File: config.mk
export PLATFORM = sky130hd
export DESIGN_NAME = apb_stream_bridge
export DESIGN_NICKNAME = d
export VERILOG_FILES = /design/src/rtl/apb_stream_bridge.sv
export SDC_FILE = /design/constraint.sdc
export NUM_CORES = 1
export LEC_CHECK = 0
export CAP_MARGIN = 40
export CORE_MARGIN = 4
export CORE_UTILIZATION = 62
export CTS_CLUSTER_DIAMETER = 30
export CTS_CLUSTER_SIZE = 8
export DETAILED_ROUTE_END_ITERATION = 16
export PLACE_DENSITY = 0.86
export SLEW_MARGIN = 10
export SYNTH_ARGS = -nofsm -noshare
export SYNTH_HDL_FRONTEND = slang
export SYNTH_SLANG_ARGS = --single-unit
File: constraint.sdc
create_clock -name pclk -period 11.48 [get_ports pclk]
set_clock_uncertainty 0.2 [all_clocks]
set_input_delay 1.148 -clock pclk [delete_from_list [all_inputs] [get_ports pclk]]
set_output_delay 1.148 -clock pclk [all_outputs]
set_load 0.05 [all_outputs]
File: src/rtl/apb_stream_bridge.sv
// APB slave that turns register accesses into valid/ready streams to and from the crypto core.
// Build option APB_STREAM_BRIDGE_IRQ_EN adds a registered interrupt and a sticky error flag.
module apb_stream_bridge #(
    parameter int DEPTH   = 8,
    parameter int TIMEOUT = 64
) (
    input  logic        pclk,
    input  logic        prst,
    input  logic        psel_i,
    input  logic        penable_i,
    input  logic        pwrite_i,
    input  logic [31:0] paddr_i,
    input  logic [31:0] pwdata_i,
    input  logic [3:0]  pstrb_i,
    output logic [31:0] prdata_o,
    output logic        pready_o,
    output logic        pslverr_o,
    output logic [31:0] din_data_o,
    output logic        din_valid_o,
    input  logic        din_ready_i,
    input  logic [31:0] dout_data_i,
    input  logic        dout_valid_i,
    output logic        dout_ready_o,
    output logic        irq_o
);
    localparam int AW = $clog2(DEPTH);
    localparam int PW = AW + 1;
    localparam int TW = $clog2(TIMEOUT + 1);

    localparam logic [2:0] REG_CTRL   = 3'd0;
    localparam logic [2:0] REG_STATUS = 3'd1;
    localparam logic [2:0] REG_DIN    = 3'd2;
    localparam logic [2:0] REG_PEEK   = 3'd3;
    localparam logic [2:0] REG_POP    = 3'd4;

    logic [31:0]   inMem_q  [DEPTH];
    logic [31:0]   outMem_q [DEPTH];
    logic [PW-1:0] inWp_q, inWp_d, inRp_q, inRp_d;
    logic [PW-1:0] outWp_q, outWp_d, outRp_q, outRp_d;
    logic [31:0]   hold_q, hold_d;
    logic          partial_q, partial_d;
    logic          irqEn_q, irqEn_d;
    logic [TW-1:0] tcnt_q, tcnt_d;

    logic [PW-1:0] inCount, outCount, outCountNext;
    logic [7:0]    inCnt8, outCnt8;
    logic          inEmpty, inFull, outEmpty, outFull;
    logic          corePop, corePush;
    logic [2:0]    regSel;
    logic          accessPh, dinPushReq, popReq, stall, timeoutHit;
    logic          complete, okDone, errDone;
    logic          wrCtrl, wrDin, clrFifo, inPush, outPop;
    logic [31:0]   merged, outHead, outPeek, readData;
    logic          errSticky;
    logic          unusedAddr;

    assign regSel     = paddr_i[4:2];
    assign unusedAddr = ^{paddr_i[31:5], paddr_i[1:0]};

    assign inCount  = inWp_q - inRp_q;
    assign outCount = outWp_q - outRp_q;
    assign inCnt8   = 8'(inCount);
    assign outCnt8  = 8'(outCount);
    assign inEmpty  = (inWp_q == inRp_q);
    assign outEmpty = (outWp_q == outRp_q);
    assign inFull   = (inWp_q[AW] != inRp_q[AW]) && (inWp_q[AW-1:0] == inRp_q[AW-1:0]);
    assign outFull  = (outWp_q[AW] != outRp_q[AW]) && (outWp_q[AW-1:0] == outRp_q[AW-1:0]);

    assign din_valid_o  = prst && !inEmpty;
    assign din_data_o   = inEmpty ? 32'h0 : inMem_q[inRp_q[AW-1:0]];
    assign dout_ready_o = prst && !outFull;
    assign corePop      = din_valid_o && din_ready_i;
    assign corePush     = dout_valid_i && dout_ready_o;

    // A full or empty FIFO only stalls when the core is not freeing space or supplying data this cycle.
    assign accessPh   = psel_i && penable_i;
    assign dinPushReq = accessPh && pwrite_i && (regSel == REG_DIN) && pstrb_i[3];
    assign popReq     = accessPh && !pwrite_i && (regSel == REG_POP);
    assign stall      = (dinPushReq && inFull && !corePop) || (popReq && outEmpty && !corePush);
    assign timeoutHit = stall && (tcnt_q == TW'(TIMEOUT - 1));
    assign complete   = accessPh && (!stall || timeoutHit);
    assign okDone     = complete && !timeoutHit;
    assign errDone    = timeoutHit;

    assign wrCtrl  = okDone && pwrite_i && (regSel == REG_CTRL);
    assign wrDin   = okDone && pwrite_i && (regSel == REG_DIN);
    assign clrFifo = wrCtrl && pwdata_i[0];
    assign inPush  = wrDin && pstrb_i[3];
    assign outPop  = okDone && popReq;

    assign pready_o  = prst && complete;
    assign pslverr_o = prst && errDone;
    assign prdata_o  = (prst && okDone && !pwrite_i) ? readData : 32'h0;

    // An empty output FIFO forwards the core word so a waiting pop finishes in the cycle it arrives.
    assign outHead = outEmpty ? dout_data_i : outMem_q[outRp_q[AW-1:0]];
    assign outPeek = outEmpty ? 32'h0 : outMem_q[outRp_q[AW-1:0]];

    always_comb begin
        merged = hold_q;
        for (int b = 0; b < 4; b++) begin
            if (pstrb_i[b]) begin
                merged[8*b +: 8] = pwdata_i[8*b +: 8];
            end
        end
    end

    always_comb begin
        readData = 32'h0;
        case (regSel)
            REG_CTRL:   readData = {30'h0, irqEn_q, 1'b0};
            REG_STATUS: readData = {12'h0, errSticky, partial_q, outEmpty, inFull, outCnt8, inCnt8};
            REG_PEEK:   readData = outPeek;
            REG_POP:    readData = outHead;
            default:    readData = 32'h0;
        endcase
    end

    always_comb begin
        inWp_d    = inWp_q;
        inRp_d    = inRp_q;
        outWp_d   = outWp_q;
        outRp_d   = outRp_q;
        hold_d    = hold_q;
        partial_d = partial_q;
        irqEn_d   = irqEn_q;
        if (inPush) begin
            inWp_d = inWp_q + PW'(1);
        end
        if (corePop) begin
            inRp_d = inRp_q + PW'(1);
        end
        if (corePush) begin
            outWp_d = outWp_q + PW'(1);
        end
        if (outPop) begin
            outRp_d = outRp_q + PW'(1);
        end
        if (wrDin) begin
            if (pstrb_i[3]) begin
                hold_d    = 32'h0;
                partial_d = 1'b0;
            end else begin
                hold_d    = merged;
                partial_d = partial_q || (|pstrb_i);
            end
        end
        if (wrCtrl) begin
            irqEn_d = pwdata_i[1];
        end
        // Clear overrides any core traffic in the same cycle.
        if (clrFifo) begin
            inWp_d    = '0;
            inRp_d    = '0;
            outWp_d   = '0;
            outRp_d   = '0;
            hold_d    = 32'h0;
            partial_d = 1'b0;
        end
    end

    assign outCountNext = outWp_d - outRp_d;

    always_comb begin
        tcnt_d = tcnt_q;
        if (!accessPh || complete) begin
            tcnt_d = '0;
        end else begin
            tcnt_d = tcnt_q + TW'(1);
        end
    end

    always_ff @(posedge pclk) begin
        if (inPush) begin
            inMem_q[inWp_q[AW-1:0]] <= merged;
        end
        if (corePush) begin
            outMem_q[outWp_q[AW-1:0]] <= dout_data_i;
        end
    end

    always_ff @(posedge pclk or negedge prst) begin
        if (!prst) begin
            inWp_q    <= '0;
            inRp_q    <= '0;
            outWp_q   <= '0;
            outRp_q   <= '0;
            hold_q    <= 32'h0;
            partial_q <= 1'b0;
            irqEn_q   <= 1'b0;
            tcnt_q    <= '0;
        end else begin
            inWp_q    <= inWp_d;
            inRp_q    <= inRp_d;
            outWp_q   <= outWp_d;
            outRp_q   <= outRp_d;
            hold_q    <= hold_d;
            partial_q <= partial_d;
            irqEn_q   <= irqEn_d;
            tcnt_q    <= tcnt_d;
        end
    end

`ifdef APB_STREAM_BRIDGE_IRQ_EN
    logic errSticky_q, errSticky_d;
    logic irq_q, irq_d;

    always_comb begin
        errSticky_d = errSticky_q;
        if (wrCtrl && pwdata_i[2]) begin
            errSticky_d = 1'b0;
        end
        if (errDone) begin
            errSticky_d = 1'b1;
        end
        irq_d = irqEn_d && ((outCountNext != '0) || errSticky_d);
    end

    always_ff @(posedge pclk or negedge prst) begin
        if (!prst) begin
            errSticky_q <= 1'b0;
            irq_q       <= 1'b0;
        end else begin
            errSticky_q <= errSticky_d;
            irq_q       <= irq_d;
        end
    end

    assign errSticky = errSticky_q;
    assign irq_o     = irq_q;
`else
    logic unusedIrq;
    assign unusedIrq = ^outCountNext;
    assign errSticky = 1'b0;
    assign irq_o     = 1'b0;
`endif

endmodule

==> metrics.txt, run 1 <==
status finished, final reports clean; PnR worst setup slack 5.371 ns; YS warnings 0; Sink Count 569; Area growth syn-to-layout 22.43%; chip width 202.4 microns; Post-DP HPWL 31.16 mm; Hold Buf Count CTS 0; IO Pins 176; WP data required 10.13 ns; PD cells 247.2 nW/um^2; Worst path slowest cell clkdlybuf4s50_1; WP data arrival 4.76 ns; P_leak 9.866 nW; CP bufs+invs 3; overall routing resource usage 0.3124; setup bufs post-CTS 0; starting density of the core 0.6338; Final Critical Period 6.109 ns; Finished Core Util 0.7760; CP max FO 16; fin nets 1607; max_cap viols 0; clk_lat worst skew 0.62 ns; family with the most delay on the worst path buffers and inverters; vias in the first global route 15020; share of post-route cells with drive strength above 1 0.2529; total CTS buffers 98; initial antenna violation count 5; drt drc 0; CP dominant cell by count clkdlybuf4s50_1; TNS Setup 0 ns; Peak VDD IR 0.0002131 V; site row count 70; Cell variety after synth 63; Crit. End Element output pin; critical path startpoint category input port; drt initial violations 1832; Synth Flop Type edfxtp_1; RePlAce Congestion 0.8161; Max Fclk 0.1637 GHz; Final Cycle Share 0.5321; Slew Limit Fails 0; vias per cell 6.872; global route overflow 0; Min-Delay Path Class reg2reg; I/O Buffers 145; Mapped Nets 1398; Synth Instances 1278; final count of hold timing violations 0; via count 14190; first-pass GRT wire length 94.94 mm; die area 40960 sq um; post-synthesis async set-or-reset flop share 0.1002; commonest cells after routing, fill and taps aside edfxtp_1, nand2_1, clkdlybuf4s50_1; sequential fraction of the synthesis area 0.7172; commonest non-fill, non-tap cell in the layout edfxtp_1; CTS root buf clkbuf_16; kind of critical path in2out; Slew @ Worst Pin 0.9818 ns; crit path cell chain clkdlybuf4s50_1 -> or3b_1 -> a22oi_1 -> buf_4 -> nand2_1 -> a211oi_1 -> clkdlybuf4s50_1; fillcell total 1742; synthesized area per cell 18.33 sq um; Netlist Area Pre-Place 23420 sq um; post-CTS sizing 0; Setup WS pre-CTS 5.513 ns; Post-synth EDFFs 512; die height 202.4 microns; Clock Pin Slew Worst Setup and Hold Paths 0.04 ns; Relative slew margins 0.3426; final wirelength 63.70 mm; H-tree depth 3; Largest stage delay, worst path 0.93 ns; largest net degree at the start of global routing 59; antenna-violating nets left 0; core area 36960 sq um; Yosys reg bits 569; drt pass-1 iters 6; Max clock buf depth 3; routed len/inst 30.85 microns; RSZ-0062 raised after global routing false; CTS tree done; final setup vio count 0
==> final cells by class <==
cell class	instances	area (sq um)	area share
timing repair buffer	185	1847	0.06439
clock inverter	37	322.8	0.01126
multi-input combinational	622	6350	0.2214
sequential	569	16810	0.5862
inverter	11	41.29	0.001440
antenna	3	7.507	0.0002618
clock buffer	134	2670	0.09310
tap	504	630.6	0.02199
==> cell families (layout without fill, tap and decap cells) <==
logic type,count (synthesis),after routing,synth area share
flip-flops,569,569,0.7172
AND/OR/NAND/NOR,267,267,0.05352
multiplexers,232,232,0.1710
AO/OA/AOI/OAI,92,92,0.02639
buffers and inverters,87,367,0.01747
XOR/XNOR,17,17,0.006677
adder cells (fa/ha/maj),13,13,0.007585
other,1,4,0.0001601
==> stage by stage <==
step / cells / total power (W) / cell area (sq um) / hold WS (ns)
detailed placement: 1890 / 0.004361 / 25660 / 0.2733
global placement: 1881 / 0.004289 / 25500 / 0.2684
floorplan: 1278 / 0.003823 / 23430 / 0.2385
global route: 2065 / 0.007308 / 28680 / 0.3095
finish: 2065 / 0.007089 / 28680 / 0.2992
CTS: 2061 / 0.007083 / 28660 / 0.2879
==> worst reg2reg max path, cell delays in order (launching register included) <==
cell and delay [ns]:
dfrtp_4 0.81, ha_1 0.42, nand3_1 0.35, o211ai_1 0.44, nor3_2 0.86, buf_4 0.58
==> report_power, final <==
part | total, W | switching, W | internal [W] | leakage, nW
Sequential | 0.00248 | 0.000105 | 0.00237 | 5.41
Clock | 0.00266 | 0.000965 | 0.00170 | 1.44
Combinational | 0.00195 | 0.00116 | 0.000794 | 3.02
==> registers in the layout, summed over array words and instances (netlist names) <==
name       count
inMem_q      256
outMem_q     256
outRp_q        4
inWp_q         4
outWp_q        4
hold_q        32
partial_q      1
tcnt_q         7
inRp_q         4
irqEn_q        1
==> metal layers <==
| metal | vias up | share of wire | global-route usage |
|---|---|---|---|
| met5 | - | 0.00033 | 0 |
| met4 | 4 | 0.049 | 0.1564 |
| met3 | 269 | 0.12 | 0.07605 |
| met2 | 1232 | 0.50 | 0.5123 |
| met1 | 7135 | 0.34 | 0.3961 |
| li1 | 5551 | - | - |
==> final timing paths <==
path | start | endpoint | depth (start not counted) | slack, ns
worst max-delay path | paddr_i[2] | prdata_o[3] | 7 | 5.37
worst min-delay path | tcnt_q[0] | tcnt_q[0] | 1 | 0.30
worst max register to register | outRp_q[0] | outMem_q[1][6] | 5 | 7.40
worst min register to register | tcnt_q[0] | tcnt_q[0] | 1 | 0.30
max in group asynchronous | prst | hold_q[28] | 2 | 9.57
min in group asynchronous | prst | inRp_q[2] | 1 | 0.44
==> Yosys cell counts (5+ instances only) <==
cell	instances	area, sq um
edfxtp_1	512	15370
nand2_1	148	555.5
mux4_2	128	2883
mux2_2	65	732.0
dfrtp_1	57	1426
a21oi_1	43	215.2
mux2i_1	39	390.4
clkbuf_1	34	127.6
buf_2	27	135.1
nor2_1	22	82.58
nor3_1	21	105.1
and3_1	18	112.6
nor4_1	13	81.33
ha_1	11	137.6
nand3_1	11	55.05
a22oi_1	10	75.07
inv_1	9	33.78
xnor2_1	9	78.83
a211oi_1	7	52.55
xor2_1	7	61.31
buf_1	6	22.52
buf_4	5	37.54
nand2b_1	5	31.28
(Power assumes the default switching activity.)
==> run 2: changes to the inputs <==
--- a/config.mk
+++ b/config.mk
@@ -7,11 +7,11 @@
 export LEC_CHECK = 0
 export CAP_MARGIN = 40
 export CORE_MARGIN = 4
-export CORE_UTILIZATION = 62
+export CORE_UTILIZATION = 58
 export CTS_CLUSTER_DIAMETER = 30
 export CTS_CLUSTER_SIZE = 8
 export DETAILED_ROUTE_END_ITERATION = 16
-export PLACE_DENSITY = 0.86
+export PLACE_DENSITY = 0.81
 export SLEW_MARGIN = 10
 export SYNTH_ARGS = -nofsm -noshare
 export SYNTH_HDL_FRONTEND = slang
==> constraint.sdc (replaced) <==
create_clock -name pclk -period 5.9 [get_ports pclk]
set_clock_uncertainty 0.2 [all_clocks]
set_input_delay 0.59 -clock pclk [delete_from_list [all_inputs] [get_ports pclk]]
set_output_delay 0.59 -clock pclk [all_outputs]
set_load 0.05 [all_outputs]
==> run 2 against run 1 <==
  * Worst hold slack lost 0.027 ns
  * Sequential share of layout area is 0.76 points lower
  * Combinational power increased by 87%
==> metrics.txt, run 2 (synthesized netlist as in run 1, its figures left out) <==
total CTS buffers 100; Slew Limit Fails 0; Clock Pin Slew Worst Setup and Hold Paths 0.05 ns; clock group share of total power 0.389; Max clock buf depth 3; final setup vio count 0; sw frac 0.3024; drt drc 0; share of post-route cells with drive strength above 1 0.2754; CTS root buf clkbuf_16; kind of critical path reg2out; vias per cell 6.356; max_cap viols 0; worst reg2reg path startpoint outRp_q[1]; final count of hold timing violations 0; starting density of the core 0.5882; IO Pins 176; Max Fclk 0.2199 GHz; critical path startpoint category register; Post-Route Hold Slack 0.2717 ns; core area 39820 sq um; CTS tree done; drt pass-1 iters 5; PD cells 477.7 nW/um^2; setup bufs post-CTS 0; Largest stage delay, worst path 0.69 ns; Peak VDD IR 0.0003443 V; commonest non-fill, non-tap cell in the layout edfxtp_1; fin nets 1614; post-CTS sizing 0; Logic pwr share 0.263; Sequential Power Share 0.348; H-tree depth 3; WP data arrival 3.76 ns; via count 13340; PnR worst setup slack 1.352 ns; clk_lat worst skew 0.62 ns; routed len/inst 26.98 microns; TNS Setup 0 ns; site row count 73; first-pass GRT wire length 87.15 mm; overall routing resource usage 0.2627; reg2reg path depth 7; P_leak 10.07 nW; commonest cells after routing, fill and taps aside edfxtp_1, nand2_1, mux4_2; die area 43670 sq um; Post-DP HPWL 30.23 mm; RePlAce Congestion 0.7839; P_sw 0.004197 W; drt initial violations 1282; Sink Count 569; largest net degree at the start of global routing 51; I/O Buffers 145; flop2flop setup slack 2.26 ns; CP max FO 20; RR Endpoint outMem_q[2][21]; total power draw 0.01388 W; Area growth syn-to-layout 24.04%; initial antenna violation count 3; Relative slew margins 0.4073; chip width 209.0 microns; antenna-violating nets left 0; Int Pwr 0.009683 W; status finished, final reports clean; Worst path slowest cell dfrtp_2; Final Critical Period 4.548 ns; RSZ-0062 raised after global routing false; Final Cycle Share 0.7709; global route overflow 0; Min-Delay Path Class in2async; fillcell total 2257; crit path cell chain inv_1 -> ha_1 -> and3_1 -> nand2_1 -> mux2_2 -> nor4_1 -> buf_12; die height 209.0 microns; WP data required 5.11 ns; Slew @ Worst Pin 0.8837 ns; vias in the first global route 14210; Crit. End Element output pin; final wirelength 56.60 mm; Setup WS pre-CTS 1.613 ns
## run 2: cell types whose count changed in the layout (fill, tap and decap cells not counted), sizes merged, moves of 2 or more
| cell | before | now |
|---|---|---|
| buf | 41 | 70 |
| bufinv | 4 | 7 |
| clkdlybuf4s50 | 144 | 119 |
| clkinv | 27 | 32 |
| diode | 3 | 1 |
## run 2: area by class of cell
type                    instances  area [sq um]  share of cell area
flip-flops and latches        569         16810              0.5786
multi-input cells             622          6344              0.2183
clock buffers                 133          2719             0.09358
repair buffers                190          1999             0.06881
well taps                     525         656.9             0.02261
clock inverters                47         481.7             0.01658
inverters                      11         41.29            0.001421
diodes                          1         2.502          0.00008613
## run 2: metrics by stage
step	utilization	instances	area, sq um
finish	0.7296	2098	29060
CTS	0.7295	2097	29050
floorplan	-	1278	23430
detailed placement	0.6489	1916	25840
global route	0.7295	2097	29050
global placement	0.6460	1910	25720
## run 2: critical path, delay by kind of cell, from the launching register on
kind | cells | cell delay (ns)
flip-flops | 1 | 0.69
AND/OR/NAND/NOR | 3 | 1.34
multiplexers | 1 | 0.47
adder cells (fa/ha/maj) | 1 | 0.32
buffers and inverters | 2 | 0.31
## run 2: worst max-delay path by stage
stage / start / cells after the start / end
4_1_cts: outRp_q[1] / 7 / prdata_o[30]
5_1_grt: outRp_q[0] / 7 / prdata_o[10]
2_1_floorplan: outRp_q[1] / 8 / outMem_q[2][0]
3_5_place_dp: paddr_i[2] / 7 / pslverr_o
3_3_place_gp: paddr_i[2] / 7 / pslverr_o
6_report: outRp_q[1] / 7 / prdata_o[30]
## run 2: timing repair
| item | 4_1_cts | 5_1_grt |
|---|---|---|
| setup endpoints to repair | 0 | 0 |
| hold buffers | 1 | 0 |
| endpoints found under the hold margin | 29 | 0 |
## run 2: metal layers
metal | global-route usage | wire length, microns
met1 | 0.3434 | 20890
met5 | 0 | 23
met2 | 0.4428 | 29290
met4 | 0.08888 | 1371
met3 | 0.06020 | 5015
## run 2: power by group through the flow
| stage | Sequential (W) | Clock, W | Combinational [W] |
|---|---|---|---|
| after floorplan | 0.00475 | 0 | 0.00269 |
| after global placement | 0.00492 | 0 | 0.00345 |
| after detailed placement | 0.00489 | 0 | 0.00360 |
| after CTS | 0.00483 | 0.00546 | 0.00367 |
| after global routing | 0.00485 | 0.00567 | 0.00386 |
| final | 0.00482 | 0.00540 | 0.00365 |
